File: config.mk
export PLATFORM = sky130hd
export DESIGN_NAME = bist_scheduler
export DESIGN_NICKNAME = d
export VERILOG_FILES = /design/src/rtl/bist_scheduler.sv
export SDC_FILE = /design/constraint.sdc
export NUM_CORES = 1
export LEC_CHECK = 0
export CORE_UTILIZATION = 51
export CTS_BUF_LIST = sky130_fd_sc_hd__clkbuf_4
export DETAILED_ROUTE_END_ITERATION = 6
export PLACE_DENSITY = 0.93
export RECOVER_POWER = 25
export SLEW_MARGIN = 30
export SYNTH_ARGS = -nofsm -noshare
export SYNTH_HDL_FRONTEND = slang
export SYNTH_SLANG_ARGS = --single-unit
File: constraint.sdc
create_clock -name clk -period 2.65 [get_ports clk]
set_input_delay 0.265 -clock clk [delete_from_list [all_inputs] [get_ports clk]]
set_output_delay 0.265 -clock clk [all_outputs]
set_load 0.005 [all_outputs]
File: src/rtl/bist_scheduler.sv
// ---------------------------------------------------------------------------
// bist_scheduler
//
// Sequences a logic-BIST run of NSESS sessions.  Each session seeds the
// pattern generator (INIT, 1 cycle), clocks generator and compactor for
// NCLOCK cycles (RUN), then compares the compacted signature with the golden
// value (CMP, 1 cycle).  The first mismatch ends the test early and records
// the failing session; a full set of matches ends the test with pass=1.
//
// Ports
//   clk        system clock, rising edge
//   reset      asynchronous active-low reset
//   start      begin a test (ignored while busy)
//   abort      cancel a running test (ignored in IDLE and DONE)
//   signature  MISR result from the datapath
//   golden     expected signature for session sess_idx
//   lfsr_init  load the seed for session sess_idx
//   lfsr_en    pattern generator advance enable
//   misr_en    signature compactor enable
//   sess_idx   current session number
//   busy       test in progress (INIT, RUN, CMP)
//   done       test complete, pass/fail_sess valid
//   pass       every session matched golden
//   fail_sess  first failing session (0 when pass=1)
// ---------------------------------------------------------------------------
module bist_scheduler #(
    parameter int NCLOCK = 650,
    parameter int NSESS  = 4,
    parameter int SIGW   = 16
) (
    input  logic            clk,
    input  logic            reset,
    input  logic            start,
    input  logic            abort,
    input  logic [SIGW-1:0] signature,
    input  logic [SIGW-1:0] golden,
    output logic            lfsr_init,
    output logic            lfsr_en,
    output logic            misr_en,
    output logic [3:0]      sess_idx,
    output logic            busy,
    output logic            done,
    output logic            pass,
    output logic [3:0]      fail_sess
);

    localparam int CW = $clog2(NCLOCK);

    typedef enum logic [2:0] {
        S_IDLE,
        S_INIT,
        S_RUN,
        S_CMP,
        S_DONE
    } state_t;

    state_t        state, state_n;
    logic [CW-1:0] cnt, cnt_n;
    logic [3:0]    sess_n;
    logic [3:0]    fail_n;
    logic          pass_n;
    logic          last_cycle;
    logic          last_sess;
    logic          running;

    assign last_cycle = (cnt == CW'(NCLOCK - 1));
    assign last_sess  = (sess_idx == 4'(NSESS - 1));
    assign running    = (state == S_INIT) || (state == S_RUN) || (state == S_CMP);

    // NOTE: every variable gets a default before the case so no path leaves
    // one unassigned; that is what keeps this block free of inferred latches.
    always_comb begin
        state_n = state;
        cnt_n   = cnt;
        sess_n  = sess_idx;
        fail_n  = fail_sess;
        pass_n  = pass;

        if (running && abort) begin
            // Abort outranks everything, including a simultaneous start.
            state_n = S_IDLE;
            pass_n  = 1'b0;
        end else begin
            unique case (state)
                S_IDLE, S_DONE: begin
                    if (start) begin
                        state_n = S_INIT;
                        sess_n  = 4'd0;
                        fail_n  = 4'd0;
                        pass_n  = 1'b0;
                    end
                end
                S_INIT: begin
                    state_n = S_RUN;
                    cnt_n   = '0;
                end
                S_RUN: begin
                    // Saturates at NCLOCK-1; the exit to CMP happens on that value.
                    if (last_cycle) state_n = S_CMP;
                    else            cnt_n   = cnt + 1'b1;
                end
                S_CMP: begin
                    if (signature == golden) begin
                        if (last_sess) begin
                            state_n = S_DONE;
                            pass_n  = 1'b1;
                        end else begin
                            state_n = S_INIT;
                            sess_n  = sess_idx + 4'd1;
                        end
                    end else begin
                        state_n = S_DONE;
                        pass_n  = 1'b0;
                        fail_n  = sess_idx;
                    end
                end
                default: state_n = S_IDLE;
            endcase
        end
    end

    // Outputs are registered from the next state so they are glitch-free and
    // line up exactly with the state they describe.
    // NOTE: sequential state uses non-blocking assignments only, so every
    // register samples the pre-edge values regardless of statement order.
    always_ff @(posedge clk or negedge reset) begin
        if (!reset) begin
            state     <= S_IDLE;
            cnt       <= '0;
            sess_idx  <= 4'd0;
            fail_sess <= 4'd0;
            pass      <= 1'b0;
            lfsr_init <= 1'b0;
            lfsr_en   <= 1'b0;
            misr_en   <= 1'b0;
            busy      <= 1'b0;
            done      <= 1'b0;
        end else begin
            state     <= state_n;
            cnt       <= cnt_n;
            sess_idx  <= sess_n;
            fail_sess <= fail_n;
            pass      <= pass_n;
            lfsr_init <= (state_n == S_INIT);
            lfsr_en   <= (state_n == S_RUN);
            misr_en   <= (state_n == S_RUN);
            busy      <= (state_n == S_INIT) || (state_n == S_RUN) || (state_n == S_CMP);
            done      <= (state_n == S_DONE);
        end
    end

endmodule

== Yosys cells after proc, flatten, opt, wreduce, memory -nomap -nowiden ==
Cells that the tools add are included.

* Bits in registers: 26
* Input port bits: 36
* Word-level logic and storage cells: 63
* Output and inout bits: 14

* Eq/ne operators: 18
* $add $sub $neg: 2
* Reduce and logical (&&, ||, !) cells: 14
* Muxes and demuxes: 19
* Bitwise operators: 1

{| class="wikitable"
|+ Operator list
! cell !! count
|-
| $pmux 10 s2 || 1
|-
| $eq 16x16->1 || 1
|-
| $mux 4 || 4
|-
| $pmux 4 s2 || 2
|-
| $mux 3 || 5
|-
| $eq 3x2->1 const B || 4
|-
| $pmux 3 s4 || 1
|-
| $add 10x1->10 const B || 1
|-
| $eq 10x10->1 const B || 1
|-
| $mux 10 || 1
|-
| $ne 2x2->1 const B || 4
|-
| $eq 3x1->1 const B || 2
|-
| $eq 3x3->1 const B || 2
|-
| $reduce_and 3->1 || 2
|-
| $reduce_and 5->1 || 1
|-
| $add 4x1->4 const B || 1
|-
| $eq 4x2->1 const B || 1
|-
| $logic_or 1x1->1 || 4
|-
| $mux 1 || 4
|-
| $ne 4x4->1 const B || 1
|-
| $reduce_and 4->1 || 1
|-
| $reduce_bool 2->1 || 2
|-
| $logic_not 3->1 || 1
|-
| $ne 3x3->1 const B || 1
|-
| 6 further kinds || 6
|}

== Longest topological paths before layout ==
Gate-level depths: netlist of the first run.

* Depth in word-level cells: 8
* Gate-level depth with buffers: 8
* Gate-level depth less buffers: 7

== Worst setup path after synthesis of the first run ==
OpenSTA, ideal clock, no wires.

* Kind: register -> register
* Start point: register cnt[0]
* End point: register cnt[5]
* Buffers on the path: 1
* Library setup time: 0.129 ns
* Period minus slack after synthesis: 1.658 ns
* Setup slack: 0.992 ns
* Data arrival time: 1.529 ns
* Stages on the path, launching flop included: 8
* Required time: 2.521 ns
* Cells stage by stage: dfrtp_1 -> ha_1 -> and4b_1 -> a41oi_2 -> nand2_1 -> buf_2 -> o21ai_0 -> o41ai_1

* Cells in the longest elaborated chain, start to end: 3
* Elaborated cells between the ends (all ways): 6
* Classes of those cells: 1 x add/sub; 2 x eq/ne; 2 x mux; 1 x reduce/logical

{| class="wikitable"
|+ Ends and longest elaborated chain
! item !! RTL line !! RTL
|-
| from (decl) || 58 || <nowiki>logic [CW-1:0] cnt, cnt_n;</nowiki>
|-
| from (signal assigned) || 140 || <nowiki>cnt <= cnt_n;</nowiki>
|-
| $add 10x1->10 / $eq 10x10->1 (equally long branches) || 100, 66 ||
|-
| $mux 10 / $ne 2x2->1 (equally long branches) || n/a ||
|-
| $pmux 10 s2 / $reduce_and 3->1 (equally long branches) || n/a ||
|}

Parallel ways exist; a longest one is shown, timed or not. The select of a mux whose other input is x is not followed.
A chain may end at the register's enable or synchronous reset.

== Worst setup path in the final report of the first run ==
* Start point: register cnt[0]
* End point: register cnt[8]

Same word-level chain as after synthesis.

==> summary.md, run 1 <==
The clock latency reported for the late side of the worst-skew pair was 0.34 ns. Final critical path time including I/O delays and setup: 2.06 ns. The number of H-tree branching levels was 1; the HPWL reported at the end of detailed placement was 3.07 mm. The path class of the tightest hold or removal check is reg -> reg.

In this run switching power makes up 34.9% of total power. Of the total power, registers draw 41.2%. For the combinational cell fraction of total power, the log shows 37.3%.

The number of primary I/O pins is 50, and the register area share after synthesis is 41.5%. The nature of the critical path startpoint is a register. Summing the areas of all compound-gate instances in the mapped netlist gives 17.6% of the synthesized area. The cell area that synthesis handed to floorplanning was 1570 um2. Buffers inserted during clock tree synthesis total 3. For the final database, setup skew stands at 0.0148 ns. In this run the tightest slew margin relative to its limit is 7.20%.

The run gives 0 as the final number of setup-violating endpoints. TritonCTS built the clock tree. By startpoint and endpoint, the worst setup path is classified as reg -> reg. The first-pass GRT wire length is 6.65 mm.

For the pin with the worst max-slew slack, the measured transition is 1.39 ns. In this run the mean area of a mapped cell was 9.45 um2. In this run the core area contains 19 standard-cell rows. The logs give 0 ns for the final total negative setup slack and 0 for the cts-stage hold buffer count.

Total leakage power: 0.889 nW. The cell sitting at the root of the clock tree is a sky130_fd_sc_hd__clkbuf_4. The share of total power dissipated in the clock network is 21.5%. The fraction of final layout cells sized beyond drive strength 1 was 7.91%; the maximum resistive drop on vdd was 0.315 mV.

The tools report the largest net degree at the start of global routing as 27. The tools report the internal power of the cells as 838 uW. By area, the combinational part of the netlist is dominated by simple AND/OR/NAND/NOR gates. The tools report the type of element capturing the critical path as a register.

The number of max-slew violations in the final report is 0, and the detail-routed net length per standard cell is 16.1 um. Gates resized during post-CTS repair numbered 0. The number of antenna violations at the first check in global routing was 0; the endpoint required time on the critical path was 2.87 ns.

Of the total synthesized cell area, the portion taken by XOR and XNOR cells is 9.49%. The area fraction in and, or, nand and nor cells after synthesis was 23.4%. The overall die area is 3300 um2, and the data arrival time of the critical path is 2.28 ns.

Primary flip-flop cell chosen by synthesis mapping: sky130_fd_sc_hd__dfrtp_1. Core region area: 2830 um2. The final reports fail on DRC. The max capacitance violation total was 0; the detailed-route via count was 1487. Setup repair after global routing left no endpoint under its margin.

The area growth from synthesis to final layout was 35.5%; the total count of hold-check failures in the final report was 0. During synthesis, Yosys emitted a total of 0 warnings. The via count of the first global-routing pass is 1490.

The total length of routed wires was 3.95 mm. 0 antenna diodes ended up in the layout. The number of flip-flops and latches in the synthesized netlist works out to 26. The logs give 255 for the number of nets in the final layout and 0 for the number of setup buffers added after CTS.

The share of flip-flops with an asynchronous set or reset was 100%; the total routing resource utilization after global routing was 26.3%. In this run the worst path has a maximum fanout of 11. Input and output buffers added on the ports amount to 49. The first detailed-routing pass ran for 7 iterations.

The power density relative to cell area is 606 nW/um2. The die span in x was 57.5 um; the final cell utilization of the core was 75.1%. The count of unique library cells instantiated by Yosys was 44; the post-synthesis mux area share was 0.638%. The tools report the net count after synthesis as 205. After detailed routing, the number of vias per cell comes to 6.04. The logs give 1.29 mW for the post-route total power and 450 uW for the net switching power. Clock-pin slew was measured on the worst setup and hold paths at 0.15 ns. The total overflow left after global routing is 0. After the first detailed-routing iteration, the DRC count stood at 72. The y dimension of the die was 57.5 um; the count of mapped cells out of synthesis was 166. The fill cell total of the finished layout is 181.

The adder-cell area share of the yosys netlist came out at 2.39%. Derived from the worst setup path, the maximum achievable clock frequency is 0.485 GHz. Routability-driven placement finished with a final weighted congestion of 0.872.

For this configuration, the core starts out at a cell density of 55.5%. In the finished design, the share of the clock period the worst path needs comes to 77.8%. The tools report the number of remaining DRC errors as 1. Maximum clock path buffer count: 2. The worst register-to-register path has a setup slack of 0.59 ns. In this run the remaining antenna-violating nets after routing total 0. The number of flops mapped to enable cells by yosys is 0, and the clock sink count is 26. The flow ran to the end, but the final reports show violations.
## cells in the mapped netlist, drive strengths merged, types with 2 or more instances
master,n,area [um2]
o21ai,15,78.8
or3,3,18.8
and3,2,12.5
nand3,4,20.0
buf,6,43.8
nor4,5,31.3
a31oi,3,18.8
a32o,2,20.0
nand4,9,56.3
clkbuf,2,7.51
or4,2,15.0
nor3,4,25.0
xor2,16,140
nor3b,3,33.8
a21bo,3,30.0
and2,3,18.8
dfrtp,26,651
nor2,14,52.6
o41ai,2,17.5
inv,7,26.3
ha,3,37.5
nand2,13,51.3
o31ai,6,45.0
## path summary, 6_finish.rpt
path / from / end / depth (start not counted)
min in group asynchronous: reset / cnt[9]$_DFFE_PN0P_ / 2
min reg2reg: cnt[9]$_DFFE_PN0P_ / cnt[9]$_DFFE_PN0P_ / 1
max in group asynchronous: reset / cnt[4]$_DFFE_PN0P_ / 2
max: cnt[0]$_DFFE_PN0P_ / cnt[8]$_DFFE_PN0P_ / 6
max reg2reg: cnt[0]$_DFFE_PN0P_ / cnt[8]$_DFFE_PN0P_ / 6
min: cnt[9]$_DFFE_PN0P_ / cnt[9]$_DFFE_PN0P_ / 1
## metrics by stage
stage	hold WS, ns	cells	instance area (um2)	setup slack, ns
CTS	0.274	246	2130	0.617
floorplan	-0.0306	166	1570	0.992
global placement	0.467	242	2080	0.449
global route	0.540	246	2130	0.415
finish	0.495	246	2130	0.588
detailed placement	0.481	242	2080	0.350
## per-layer routing
layer,part of all wire [%],track usage (%),vias up
met1,40,31.6,693
met3,5.9,4.99,13
met2,52,46.0,74
met5,0,0,-
li1,-,-,707
met4,2.7,10.5,0
## critical path: stages (launching register included)
cell,delay (ns)
sky130_fd_sc_hd__dfrtp_1,0.46
sky130_fd_sc_hd__ha_1,0.22
sky130_fd_sc_hd__and4b_1,0.21
sky130_fd_sc_hd__a41oi_2,0.35
sky130_fd_sc_hd__nand2_1,0.29
sky130_fd_sc_hd__o21ai_0,0.30
sky130_fd_sc_hd__o31ai_1,0.11
## registers in the layout, indices dropped and copies added, names as in the netlist
register,cells
busy,1
cnt,10
done,1
fail_sess,4
lfsr_init,1
misr_en,1
pass,1
sess_idx,4
state,3
## power by group through the flow
| stage | combinational [mW] | sequential (mW) | clock [mW] |
|---|---|---|---|
| floorplan | 0.341 | 0.490 | 0 |
| global placement | 0.452 | 0.533 | 0 |
| detailed placement | 0.478 | 0.537 | 0 |
| CTS | 0.481 | 0.530 | 0.283 |
| global route | 0.522 | 0.542 | 0.294 |
| finish | 0.481 | 0.531 | 0.276 |
## placed cells by master, fill, tap and decap left out, types with 2 or more instances in the layout
master and n:
sky130_fd_sc_hd__clkdlybuf4s50_1 48, sky130_fd_sc_hd__dfrtp_1 26, sky130_fd_sc_hd__xor2_1 16, sky130_fd_sc_hd__nor2_1 14, sky130_fd_sc_hd__nand2_1 12, sky130_fd_sc_hd__o21ai_0 12, sky130_fd_sc_hd__nand4_1 9, sky130_fd_sc_hd__inv_1 6
sky130_fd_sc_hd__o31ai_1 6, sky130_fd_sc_hd__nor4_1 5, sky130_fd_sc_hd__nand3_1 4, sky130_fd_sc_hd__or3_1 3, sky130_fd_sc_hd__and2_1 3, sky130_fd_sc_hd__nor3_1 3, sky130_fd_sc_hd__a31oi_1 3, sky130_fd_sc_hd__a21bo_2 3
sky130_fd_sc_hd__ha_1 3, sky130_fd_sc_hd__clkbuf_4 3, sky130_fd_sc_hd__buf_4 3, sky130_fd_sc_hd__nor3b_1 2, sky130_fd_sc_hd__a32o_1 2, sky130_fd_sc_hd__or4_1 2, sky130_fd_sc_hd__o41ai_1 2, sky130_fd_sc_hd__o21ai_1 2
sky130_fd_sc_hd__and3_1 2
## cells by family (layout without fill, tap and decap cells)
logic type      after synthesis  count (layout)
simple gates                 66              66
fa+ha+maj                     3               3
buf+inv                      15              64
mux                           1               1
xor+xnor                     17              17
compound gates               38              38
flops                        26              26
## area by class of cell
type | instances | area [um2] | share of cell area (%)
multi-input cells | 125 | 841 | 39.6
flip-flops and latches | 26 | 651 | 30.6
repair buffers | 53 | 517 | 24.3
well taps | 31 | 38.8 | 1.82
clock inverters | 1 | 30.0 | 1.41
inverters | 7 | 26.3 | 1.24
clock buffers | 3 | 22.5 | 1.06
Power figures use the tool's default switching activity.
==> run 2: changes to the inputs <==
- CORE_UTILIZATION: 51 -> 48
- PLACE_DENSITY: 0.93 -> 0.89
- clock period: 2.65 -> 2.08 ns (I/O delays scaled with it)
==> summary.md, run 2 (synthesis gave the netlist of run 1 again) <==
The run finished with clean final reports. The first global-routing pass estimated 6.08 mm of wire. The final critical path takes up 87.6% of the cycle. STA puts the critical path data required time at 2.33 ns.

The placer congestion estimate was 0.785. For this design the static power due to leakage is 0.909 nW. Setup repair after global routing left no endpoint under its margin. Based on the critical path, the design can be clocked at up to 0.549 GHz. STA classifies the critical path startpoint as a register. Summed over all layers, the routed wires come to 3.70 mm. The via count of the first global-routing pass is 1511, and the number of detailed-routing iterations run before antenna repair is 4. Type of the worst setup path: reg -> reg. The power density relative to cell area came out at 720 nW/um2. More flip-flops sit in one register than any other, and that register is cnt.

Type of element capturing the critical path: a register. TritonCTS built the clock tree. The initial cell density of the core is 51.0%, and the placement row count is 20. The clock edge transition at the registers on the reported setup and hold paths was 0.14 ns; the maximum clock path buffer count was 2. In this run the remaining antenna-violating nets after routing total 0. 50 I/O pins were placed. Fraction of final layout cells sized beyond drive strength 1: 10.4%. The clock period could shrink to 1.82 ns. The number of buffers added by the clock tree synthesis step was 3. In this run, the number of DRC markers left after iteration 0 of detailed routing was 89.

For the cts-stage hold buffer count, the log shows 0. The number of H-tree branching levels is 1. In this run the vertical extent of the chip is 59.2 um. In this run the worst path has a maximum fanout of 11. The core region is 3080 um2.

The flip-flop count of the largest register, all copies and words added works out to 10. The maximum resistive drop on vdd came out at 0.330 mV. The largest registers in the layout are cnt (10), fail_sess (4), sess_idx (4).

The detailed-route via count was 1499; the normalized max-slew margin was 8.40%. In this run the worst hold path is classified as reg -> reg. The total count of hold-check failures in the final report is 0, and the number of placed instances with taps included is 262. The library cells used most frequently in the layout, excluding fill and tap cells, are 48 x sky130_fd_sc_hd__clkdlybuf4s50_1, 26 x sky130_fd_sc_hd__dfrtp_1, 16 x sky130_fd_sc_hd__xor2_1. For the worst setup path, the data arrival time is 2.07 ns. The number of setup buffers added after CTS is 0. Max-cap violations in this run came to 0. Count of non-filler cells in the finished layout: 266. The area growth from synthesis to layout is 38.2%. For this run the aggregate overflow at the end of global routing stands at 0. Dividing the detail-routed wire length by the instance count gives 13.9 um. The tools report the largest net degree at the start of global routing as 27. Leaving out fill and tap cells, the most frequent cell in the layout is sky130_fd_sc_hd__clkdlybuf4s50_1. Across every metal layer, demand over resource in global routing totals 22.7%. Quantity of I/O buffers inserted on ports: 49. Clock tree synthesis found a total of 26 sinks. The run gives 0.00991 ns as the clock skew after layout.

Setup violations remaining at the end of the flow were counted as 0. Dividing the detail-routed via count by the number of cells gives 5.64. In this run, post-CTS repair resized a total of 0 instances. The cell at the root of the clock tree is sky130_fd_sc_hd__clkbuf_4. Detailed placement finished with a half-perimeter wire length of 2.86 mm. The final total negative setup slack is 0 ns, and the number of inserted diodes is 0.

For the number of antenna violations at the first check in global routing, the log shows 0. The die covers 3500 um2. The run gives 0.32 ns as the clock latency reported for the late side of the worst-skew pair. The number of max-slew violations in the final report was 0. The die span in x was 59.2 um.

At the pin with the least slew margin, the transition time is 1.37 ns. In the routed design, unresolved DRC markers number 0. The run gives 262 as the number of nets in the final layout. The worst register-to-register path has a setup slack of 0.26 ns.
run 2: cell types whose count changed in the layout (fill, tap and decap cells not counted), sizes merged:
cell,delta
bufinv,-1
clkinv,+1
buf,+7
run 2: final timing paths:
kind / from / end / cells past startpoint
min in group asynchronous: reset / sess_idx[3]$_DFFE_PN0P_ / 2
max in group asynchronous: reset / state[1]$_DFF_PN0_ / 2
hold / removal: cnt[9]$_DFFE_PN0P_ / cnt[9]$_DFFE_PN0P_ / 1
hold reg to reg: cnt[9]$_DFFE_PN0P_ / cnt[9]$_DFFE_PN0P_ / 1
setup reg to reg: cnt[0]$_DFFE_PN0P_ / cnt[1]$_DFFE_PN0P_ / 7
setup / recovery: cnt[0]$_DFFE_PN0P_ / cnt[1]$_DFFE_PN0P_ / 7
run 2: worst max-delay path: stages (launching register included):
cell and delay (ns):
sky130_fd_sc_hd__dfrtp_1 0.45, sky130_fd_sc_hd__ha_1 0.21, sky130_fd_sc_hd__and4b_1 0.19, sky130_fd_sc_hd__a41oi_2 0.24, sky130_fd_sc_hd__nand2_1 0.08, sky130_fd_sc_hd__buf_4 0.18, sky130_fd_sc_hd__or3_1 0.31, sky130_fd_sc_hd__o21ai_1 0.10
run 2: area by class of cell:
type	instances	area, um2
Tap cell	44	55.1
Fill cell	234	910
Multi-Input combinational cell	125	841
Clock buffer	3	22.5
Timing Repair Buffer	60	569
Sequential cell	26	651
Inverter	7	26.3
Clock inverter	1	3.75
run 2: per-layer routing:
| metal | up-vias | track usage, % | wire [um] |
|---|---|---|---|
| met3 | 2 | 1.97 | 167 |
| li1 | 721 | - | - |
| met2 | 60 | 41.6 | 1950 |
| met4 | 0 | 7.82 | 25 |
| met5 | - | 0 | 0 |
| met1 | 716 | 27.9 | 1550 |
run 2: where the power goes:
group | total (mW) | switching [mW] | internal (mW)
logic | 0.665 | 0.323 | 0.343
clock network | 0.221 | 0.151 | 0.0702
registers | 0.674 | 0.100 | 0.574
run 2: per-stage QoR:
step	hold WS, ns	utilization (%)	area (um2)	power [mW]	setup WS (ns)
after floorplan	-0.0876	-	1570	1.06	0.422
after global placement	0.470	69.7	2150	1.32	-0.0691
after CTS	0.254	70.6	2170	1.56	0.239
after global routing	0.518	70.4	2170	1.66	0.0681
final	0.498	70.4	2170	1.56	0.258
after detailed placement	0.478	69.7	2150	1.34	-0.0899
